## src/rtl/pe_ctrl_pkg.sv

```systemverilog
// -----------------------------------------------------------------------------
// pe_ctrl_pkg
// Shared definitions for the convolution PE sequencer:
//   - pe_state_e           : sequencer FSM states
//   - DEFAULT_DRAIN_CYCLES : default number of pipeline stages flushed after
//                            the last MAC of a job
//   - drain_cnt_width()    : width of the drain down-counter for a given depth
// -----------------------------------------------------------------------------
package pe_ctrl_pkg;

    localparam int DEFAULT_DRAIN_CYCLES = 3;

    typedef enum logic [2:0] {
        ST_IDLE    = 3'd0,
        ST_LOAD    = 3'd1,
        ST_WAIT    = 3'd2,
        ST_COMPUTE = 3'd3,
        ST_SWITCH  = 3'd4,
        ST_DRAIN   = 3'd5,
        ST_FIN     = 3'd6
    } pe_state_e;

    // The counter is loaded with (cycles - 1), so it only needs to hold that.
    function automatic int drain_cnt_width(input int cycles);
        return (cycles > 1) ? $clog2(cycles) : 1;
    endfunction

endpackage

```

## src/rtl/drain_counter.sv

```systemverilog
// -----------------------------------------------------------------------------
// drain_counter
// Loadable down-counter that times the pipeline flush at the end of a job.
// Ports:
//   clk, rstn    : clock, asynchronous active-low reset
//   load_i       : load load_val_i (takes priority over dec_i)
//   load_val_i   : value to load
//   dec_i        : decrement by one; saturates at zero
//   zero_o       : count is zero
// -----------------------------------------------------------------------------
module drain_counter #(
    parameter int W = 2
) (
    input  logic         clk,
    input  logic         rstn,
    input  logic         load_i,
    input  logic [W-1:0] load_val_i,
    input  logic         dec_i,
    output logic         zero_o
);

    logic [W-1:0] count_q, count_d;

    always_comb begin
        count_d = count_q;
        if (load_i) begin
            count_d = load_val_i;
        end else if (dec_i && (count_q != '0)) begin
            count_d = count_q - W'(1);
        end
    end

    always_ff @(posedge clk or negedge rstn) begin
        if (!rstn) begin
            count_q <= '0;
        end else begin
            count_q <= count_d;
        end
    end

    assign zero_o = (count_q == '0);

endmodule

```

## src/rtl/conv_pe_sequencer.sv

```systemverilog
// -----------------------------------------------------------------------------
// conv_pe_sequencer
// Control sequencer for one convolution processing element. A job starts with
// a one-cycle config load, then repeatedly issues MAC operand pairs for a
// window, commits the window result, advances the filter or row address
// generator, and finally flushes the datapath pipeline and pulses done.
//
// Operand handshake: av_data / av_filter act as "valid" from the operand
// sources; put_data / put_filter act as "accept". An operand pair is consumed
// in exactly the cycles where the FSM is in COMPUTE and both av_* are high;
// put_* are combinational in that cycle. Nothing is consumed in any other
// state.
//
// Ports:
//   clk, rstn                 : clock, asynchronous active-low reset
//   start                     : begin a job (ignored while busy)
//   stride_in, filter_size_in : job config, captured when start is accepted
//   av_data, av_filter        : operand availability
//   co_filter                 : current issue is the window's last MAC
//   end_of_row, end_of_filter : address-generator end flags, used in SWITCH
//   psum_full                 : Psum buffer full, only looked at in WAIT
//   ld_stride, ld_fileSize    : config register load pulse (LOAD)
//   stride, filter_size       : captured config
//   put_data, put_filter      : issue one MAC operand pair
//   clear_sum                 : clear buffers/accumulator (LOAD)
//   store_buffer              : window result committed (SWITCH)
//   next_filter, next_row     : advance address generators (SWITCH)
//   busy                      : job in progress (every state but IDLE)
//   done                      : one-cycle job-complete pulse (FIN)
//   win_count                 : windows committed in the current job
//   dbg_state_o               : current FSM state
// -----------------------------------------------------------------------------
module conv_pe_sequencer
    import pe_ctrl_pkg::*;
#(
    parameter int STRIDE_SIZE          = 3,
    parameter int FILTER_SIZE_REG_SIZE = 8,
    parameter int DRAIN_CYCLES         = DEFAULT_DRAIN_CYCLES,
    parameter int WIN_CNT_WIDTH        = 8
) (
    input  logic                            clk,
    input  logic                            rstn,
    input  logic                            start,
    input  logic [STRIDE_SIZE-1:0]          stride_in,
    input  logic [FILTER_SIZE_REG_SIZE-1:0] filter_size_in,
    input  logic                            av_data,
    input  logic                            av_filter,
    input  logic                            co_filter,
    input  logic                            end_of_row,
    input  logic                            end_of_filter,
    input  logic                            psum_full,
    output logic                            ld_stride,
    output logic                            ld_fileSize,
    output logic [STRIDE_SIZE-1:0]          stride,
    output logic [FILTER_SIZE_REG_SIZE-1:0] filter_size,
    output logic                            put_data,
    output logic                            put_filter,
    output logic                            clear_sum,
    output logic                            store_buffer,
    output logic                            next_filter,
    output logic                            next_row,
    output logic                            busy,
    output logic                            done,
    output logic [WIN_CNT_WIDTH-1:0]        win_count,
    output pe_state_e                       dbg_state_o
);

    localparam int DRAIN_W = drain_cnt_width(DRAIN_CYCLES);
    // Counter runs DRAIN_CYCLES-1 .. 0, one DRAIN cycle per value.
    localparam logic [DRAIN_W-1:0] DRAIN_LOAD =
        DRAIN_W'((DRAIN_CYCLES > 0) ? (DRAIN_CYCLES - 1) : 0);

    pe_state_e                       state_q, state_d;
    logic [STRIDE_SIZE-1:0]          stride_q;
    logic [FILTER_SIZE_REG_SIZE-1:0] filter_size_q;
    logic [WIN_CNT_WIDTH-1:0]        win_count_q;
    logic                            ld_q, clear_q, store_q, busy_q, done_q;

    logic issue;
    logic drain_load, drain_dec, drain_zero;

    assign issue = av_data & av_filter;

    // ---------------------------------------------------------------- next state
    always_comb begin
        state_d = state_q;
        unique case (state_q)
            ST_IDLE:    if (start) state_d = ST_LOAD;
            ST_LOAD:    state_d = ST_WAIT;
            ST_WAIT:    if (issue && !psum_full) state_d = ST_COMPUTE;
            ST_COMPUTE: begin
                if (!issue) begin
                    state_d = ST_WAIT;
                end else if (co_filter) begin
                    state_d = ST_SWITCH;
                end
            end
            ST_SWITCH: begin
                if (end_of_filter && end_of_row) begin
                    state_d = (DRAIN_CYCLES > 0) ? ST_DRAIN : ST_FIN;
                end else begin
                    state_d = ST_WAIT;
                end
            end
            ST_DRAIN:   if (drain_zero) state_d = ST_FIN;
            ST_FIN:     state_d = ST_IDLE;
            default:    state_d = ST_IDLE;
        endcase
    end

    // Load on the entry edge so the first DRAIN cycle already sees DRAIN_LOAD.
    assign drain_load = (state_d == ST_DRAIN) && (state_q != ST_DRAIN);
    assign drain_dec  = (state_q == ST_DRAIN);

    drain_counter #(
        .W (DRAIN_W)
    ) u_drain_counter (
        .clk        (clk),
        .rstn       (rstn),
        .load_i     (drain_load),
        .load_val_i (DRAIN_LOAD),
        .dec_i      (drain_dec),
        .zero_o     (drain_zero)
    );

    // ------------------------------------------- state, config, Moore outputs
    // Moore outputs are registered from state_d so they line up with state_q.
    always_ff @(posedge clk or negedge rstn) begin
        if (!rstn) begin
            state_q       <= ST_IDLE;
            stride_q      <= '0;
            filter_size_q <= '0;
            win_count_q   <= '0;
            ld_q          <= 1'b0;
            clear_q       <= 1'b0;
            store_q       <= 1'b0;
            busy_q        <= 1'b0;
            done_q        <= 1'b0;
        end else begin
            state_q <= state_d;
            ld_q    <= (state_d == ST_LOAD);
            clear_q <= (state_d == ST_LOAD);
            store_q <= (state_d == ST_SWITCH);
            busy_q  <= (state_d != ST_IDLE);
            done_q  <= (state_d == ST_FIN);

            if ((state_q == ST_IDLE) && start) begin
                stride_q      <= stride_in;
                filter_size_q <= filter_size_in;
                win_count_q   <= '0;
            end else if ((state_q == ST_COMPUTE) && (state_d == ST_SWITCH)) begin
                // Count becomes visible in the SWITCH cycle, alongside store_buffer.
                win_count_q <= win_count_q + WIN_CNT_WIDTH'(1);
            end
        end
    end

    // ------------------------------------------------------------- outputs
    // Issue and address-advance depend on same-cycle inputs.
    assign put_data     = (state_q == ST_COMPUTE) && issue;
    assign put_filter   = (state_q == ST_COMPUTE) && issue;
    assign next_filter  = (state_q == ST_SWITCH) && !end_of_filter;
    assign next_row     = (state_q == ST_SWITCH) && end_of_filter && !end_of_row;

    assign ld_stride    = ld_q;
    assign ld_fileSize  = ld_q;
    assign clear_sum    = clear_q;
    assign store_buffer = store_q;
    assign busy         = busy_q;
    assign done         = done_q;
    assign stride       = stride_q;
    assign filter_size  = filter_size_q;
    assign win_count    = win_count_q;
    assign dbg_state_o  = state_q;

endmodule
```

## config.mk

```make
export PLATFORM = sky130hd
export DESIGN_NAME = conv_pe_sequencer
export DESIGN_NICKNAME = d
export VERILOG_FILES = /design/src/rtl/pe_ctrl_pkg.sv /design/src/rtl/drain_counter.sv /design/src/rtl/conv_pe_sequencer.sv
export SDC_FILE = /design/constraint.sdc
export NUM_CORES = 1
export LEC_CHECK = 0
export ABC_AREA = 1
export BUFFER_PORTS_ARGS = -buffer_cell sky130_fd_sc_hd__buf_2
export CAP_MARGIN = 20
export CELL_PAD_IN_SITES_DETAIL_PLACEMENT = 0
export CELL_PAD_IN_SITES_GLOBAL_PLACEMENT = 1
export CORE_ASPECT_RATIO = 2
export CORE_MARGIN = 4
export CORE_UTILIZATION = 31
export DETAILED_ROUTE_END_ITERATION = 6
export PLACE_DENSITY = 0.79
export REMOVE_ABC_BUFFERS = 1
export SLEW_MARGIN = 10
export SYNTH_ARGS = -nofsm -noshare
export SYNTH_HDL_FRONTEND = slang
export SYNTH_HIERARCHICAL = 1
export SYNTH_SLANG_ARGS = --single-unit
```

## constraint.sdc

```tcl
create_clock -name clk -period 1.4 [get_ports clk]
set_clock_uncertainty 0.15 [all_clocks]
set_input_delay 0.28 -clock clk [delete_from_list [all_inputs] [get_ports clk]]
set_output_delay 0.28 -clock clk [all_outputs]
set_load 0.02 [all_outputs]
```

; ---- Yosys cells after proc, flatten, opt, wreduce, memory -nomap -nowiden
; Cells that the tools add are included.
[classes]
add_sub_neg = 2
n_eq_ne = 10
mux = 11
bitwise = 1
reduce_logical = 19
[op_table]
columns = operator, n
row1 = $mux 3, 6
row2 = $pmux 3 s6, 1
row3 = $mux 8, 2
row4 = $eq 3x3->1 const B, 5
row5 = $logic_and 1x1->1, 10
row6 = $add 8x1->8 const B, 1
row7 = $eq 3x1->1 const B, 2
row8 = $eq 3x2->1 const B, 2
row9 = $reduce_bool 2->1, 3
row10 = $mux 2, 2
row11 = $logic_not 1->1, 3
row12 = $logic_not 3->1, 1
row13 = $ne 3x3->1 const B, 1
row14 = $reduce_bool 3->1, 1
row15 = $logic_not 2->1, 1
row16 = $sub 2x1->2 const B, 1
row17 = $and 1x1->1, 1
[totals]
register_bits = 28
in_bits = 20
output_inout_bits = 32
word_cells = 52

; ---- Longest topological paths before layout
[depth]
depth_word = 8
depth_mapped = 8
depth_no_buf = 8

; ---- Hierarchy
; The synthesis kept the hierarchy.
[by_module_without_submodules]
columns = module, instances, cells_per_inst, area_each_um2, seq_area_each_um2
row1 = conv_pe_sequencer, 1, 161, 1268.7, 650.6
row2 = drain_counter, 1, 19, 127.6, 50.0

; ---- Worst setup path before layout
; OpenSTA, ideal clock, no wires.
[synth_timing]
kind = register to output
start = register state_q[1] (netlist: dbg_state_o[1])
end = output next_filter
t_arrival_ps = 1148
t_required_ps = 970
slack_ps = -178
path_stages_with_launch = 4
path_buffers = 0
path_cell_list = dfrtp_1 inv_1 nand2_1 nor3_1
[synth_between]
elab_chain_len = 2
[synth_lines]
columns = item, line_no
row1 = "start, declared", conv_pe_sequencer.sv:73  ; pe_state_e state_q, state_d;
row2 = "start signal, assigned", conv_pe_sequencer.sv:140  ; state_q <= state_d;
row3 = $eq 3x3->1, conv_pe_sequencer.sv:162  ; assign next_filter = (state_q == ST_SWITCH) && !end_of_filter;
row4 = $logic_and 1x1->1, conv_pe_sequencer.sv:162
row5 = "end, declared", conv_pe_sequencer.sv:60  ; output logic next_filter,
; Every way passes these cells.

; ---- Final worst setup path
[layout_timing]
start = register state_q[0] (netlist: dbg_state_o[0])
end = output next_row
[layout_between]
elab_chain_len = 3
[layout_lines]
columns = item, line_no
row1 = $eq 3x3->1, conv_pe_sequencer.sv:163  ; assign next_row = (state_q == ST_SWITCH) && end_of_filter && !end_of_row;
row2 = $logic_and 1x1->1 (2 in a row), conv_pe_sequencer.sv:163
row3 = "end, declared", conv_pe_sequencer.sv:61  ; output logic next_row,
; Every way passes these cells.

==> reports/results.ini <==
[synth]
synth_cells = 180
synth_area_sq_mm = 0.00140
ys_types = 23
synth_edf_count = 0
synth-async-reset-ratio = 1.00
synth_warnings = 6
syn_area_per_cell_sq_um = 7.76
synthFlopType = dfrtp_1
ys_seq_area_frac = 0.502
ys_seq_elements = 28

[worst_setup_path]
critPathBufInv = 2
crit_type = flip-flop to primary output
critPathRequiredTime_ns = 0.97
crit_path_top_delay_cell = dfrtp_1
crit_path_max_fanout = 3
crit_path_end_kind = primary output
path_cells = inv_2 > nand2_2 > nor2_2 > nand2_1 > nor2_1 > buf_4
crit_family = flip-flops
critical_path_arrival_ns = 1.21
critPathMaxStageDelay_ns = 0.42
critPathLaunchType = flip-flop

[floorplanning]
die_area_sq_mm = 0.00571
die_w_um = 55.5
start_util = 0.322
core_sq_mm = 0.00434
rows = 34
ioPinCount = 52
die_h_um = 103

[sta]
hold_viol = 0
layout_setup_ws_ns = -0.236
period_minus_slack_ns = 1.64
tns_ns = -3.42
setup_viol = 32
period_share = 1.17
rsz0062_at_grt = yes
finalMaxSlewViolations = 0
fmax_mhz = 611
fin_hold_ws_ns = 0.0430

[pwr]
swShare = 0.392
comb_power_share = 0.507
power_density_mw_per_mm2 = 1730
seq_power_share = 0.323
max-vdd-ir-drop_mv = 0.935
p_int_mw = 2.27
p_clk_frac = 0.170
p_sw_mw = 1.47
total_power_mw = 3.74
p_leak_nw = 1.21

[placement]
port_buffers = 51
postPlaceCellArea_sq_mm = 0.00182
routabilityCongestion = 0.757
dpl.hpwl_um = 2940

[clocking]
clock_latency_ns = 0.27
cts_max_path_buffers = 2
clock-root-buffer = clkbuf_8
clock-sinks = 28
cts_buffers = 3
path_clk_slew_ns = 0.10
cts_tree = built
htree_levels = 1

[global_routing]
antenna_found_initial = 0
globalRouteOverflowTotal = 0
track_usage = 0.145
grt_max_degree = 24
grt_pass1_wl_um = 6490
grt_pass1_vias = 1430

[finish]
insertedDiodeCount = 0
drive_above_1_share = 0.429
final_cell_mix = nand2_1, buf_2, dfrtp_1, buf_4, inv_1
seqCellArea_sq_um = 702
area_growth_pct = 54.8
finalNetCount = 282
utilization = 0.498
fillers = 482
multi_input_area_sq_um = 657
mostFrequentLayoutCell = nand2_1
fin_area_sq_mm = 0.00216

[drt]
viasPerCell = 4.44
drt_first_pass_iters = 4
antenna_left = 0
routed_wl_um = 3920
vias = 1391
drc_errors = 0
routedWlPerCell_um = 12.5
drt_iter0_drc = 26

[run_status]
violations = negative setup slack
outcome = finished with violations

[min_path]
hold_class = input pin to flip-flop

[flow_run]
max_cap_violations = 0

==> power groups by stage <==
stage	Combinational, mW	Clock, mW	Sequential (mW)
detailed placement	1.50	0	1.22
global route	2.09	0.677	1.24
floorplan	0.513	0	1.55
finish	1.90	0.635	1.21
global placement	1.50	0	1.22
CTS	1.78	0.649	1.21
==> metal layers <==
layer / up-vias / track usage / share of wire / wire, um
met2: 20 / 0.293 / 0.61 / 2390
met1: 665 / 0.146 / 0.35 / 1370
li1: 704 / - / - / -
met3: 2 / 0.0201 / 0.031 / 120
met4: 0 / 0.0562 / 0.0092 / 36
met5: - / 0 / 0 / 0
==> cells by family after synthesis <==
family          after synthesis  share of synthesized area
other cells                   2                    0.00538
simple gates                104                      0.320
fa+ha+maj                     2                     0.0179
buf+inv                      30                     0.0959
xor+xnor                      2                     0.0125
flops                        28                      0.502
compound gates               12                     0.0466
==> final timing paths <==
path / from / end / slack [ns] / cells past startpoint
max in group asynchronous: rstn / win_count[4] / 0.52 / 3
min in group asynchronous: rstn / filter_size[0] / 0.21 / 2
worst max register to register: dbg_state_o[0] / busy / -0.17 / 7
worst max-delay path: dbg_state_o[0] / next_row / -0.24 / 6
worst min register to register: filter_size[1] / filter_size[1] / 0.33 / 2
worst min-delay path: filter_size_in[0] / filter_size[0] / 0.04 / 3
==> synthesized netlist by cell type, types with 2 or more instances <==
library cell	instances	area (sq um)
buf_4	4	30.0
conb_1	2	7.51
dfrtp_1	28	701
ha_1	2	25.0
inv_1	21	78.8
inv_2	3	11.3
nand2_1	68	255
nand3_1	15	75.1
nand3_2	2	20.0
nand4_1	2	12.5
nor2_1	12	45.0
nor3_1	2	10.0
o21ai_0	9	45.0
==> per-stage QoR <==
stage / std cells / setup slack (ns)
2_1_floorplan: 175 / -0.203
6_report: 313 / -0.236
5_1_grt: 313 / -0.329
3_3_place_gp: 296 / -0.0782
3_5_place_dp: 296 / -0.0793
4_1_cts: 309 / -0.251
==> tightest hold or removal path, stage by stage <==
cell and delay [ns]:
buf_2 0.07, nand2_1 0.04, nand2_1 0.04
==> sequential cells by signal (all words and copies together), names as in the netlist <==
name / count
stride: 3
win_count: 8
filter_size: 8
store_buffer: 1
done: 1
dbg_state_o: 3
busy: 1
u_drain_counter/count_q: 2
clear_sum: 1
==> what timing repair did <==
action / CTS / global route
gates resized for setup: 31 / 24
setup endpoints to repair: 16 / 35
endpoints found under the hold margin: 28 / 0
setup buffers: 8 / 4
hold buffers: 1 / 0
cloned: 0 / 0
pin swaps: 4 / 7
==> area by class of cell <==
type / instances / area share
Clock buffer: 3 / 0.0191
Clock inverter: 1 / 0.0139
Tap cell: 54 / 0.0313
Timing Repair Buffer: 80 / 0.255
Multi-Input combinational cell: 122 / 0.304
Inverter: 25 / 0.0527
Sequential cell: 28 / 0.325
No activity file was read; power rests on OpenSTA's default activity.
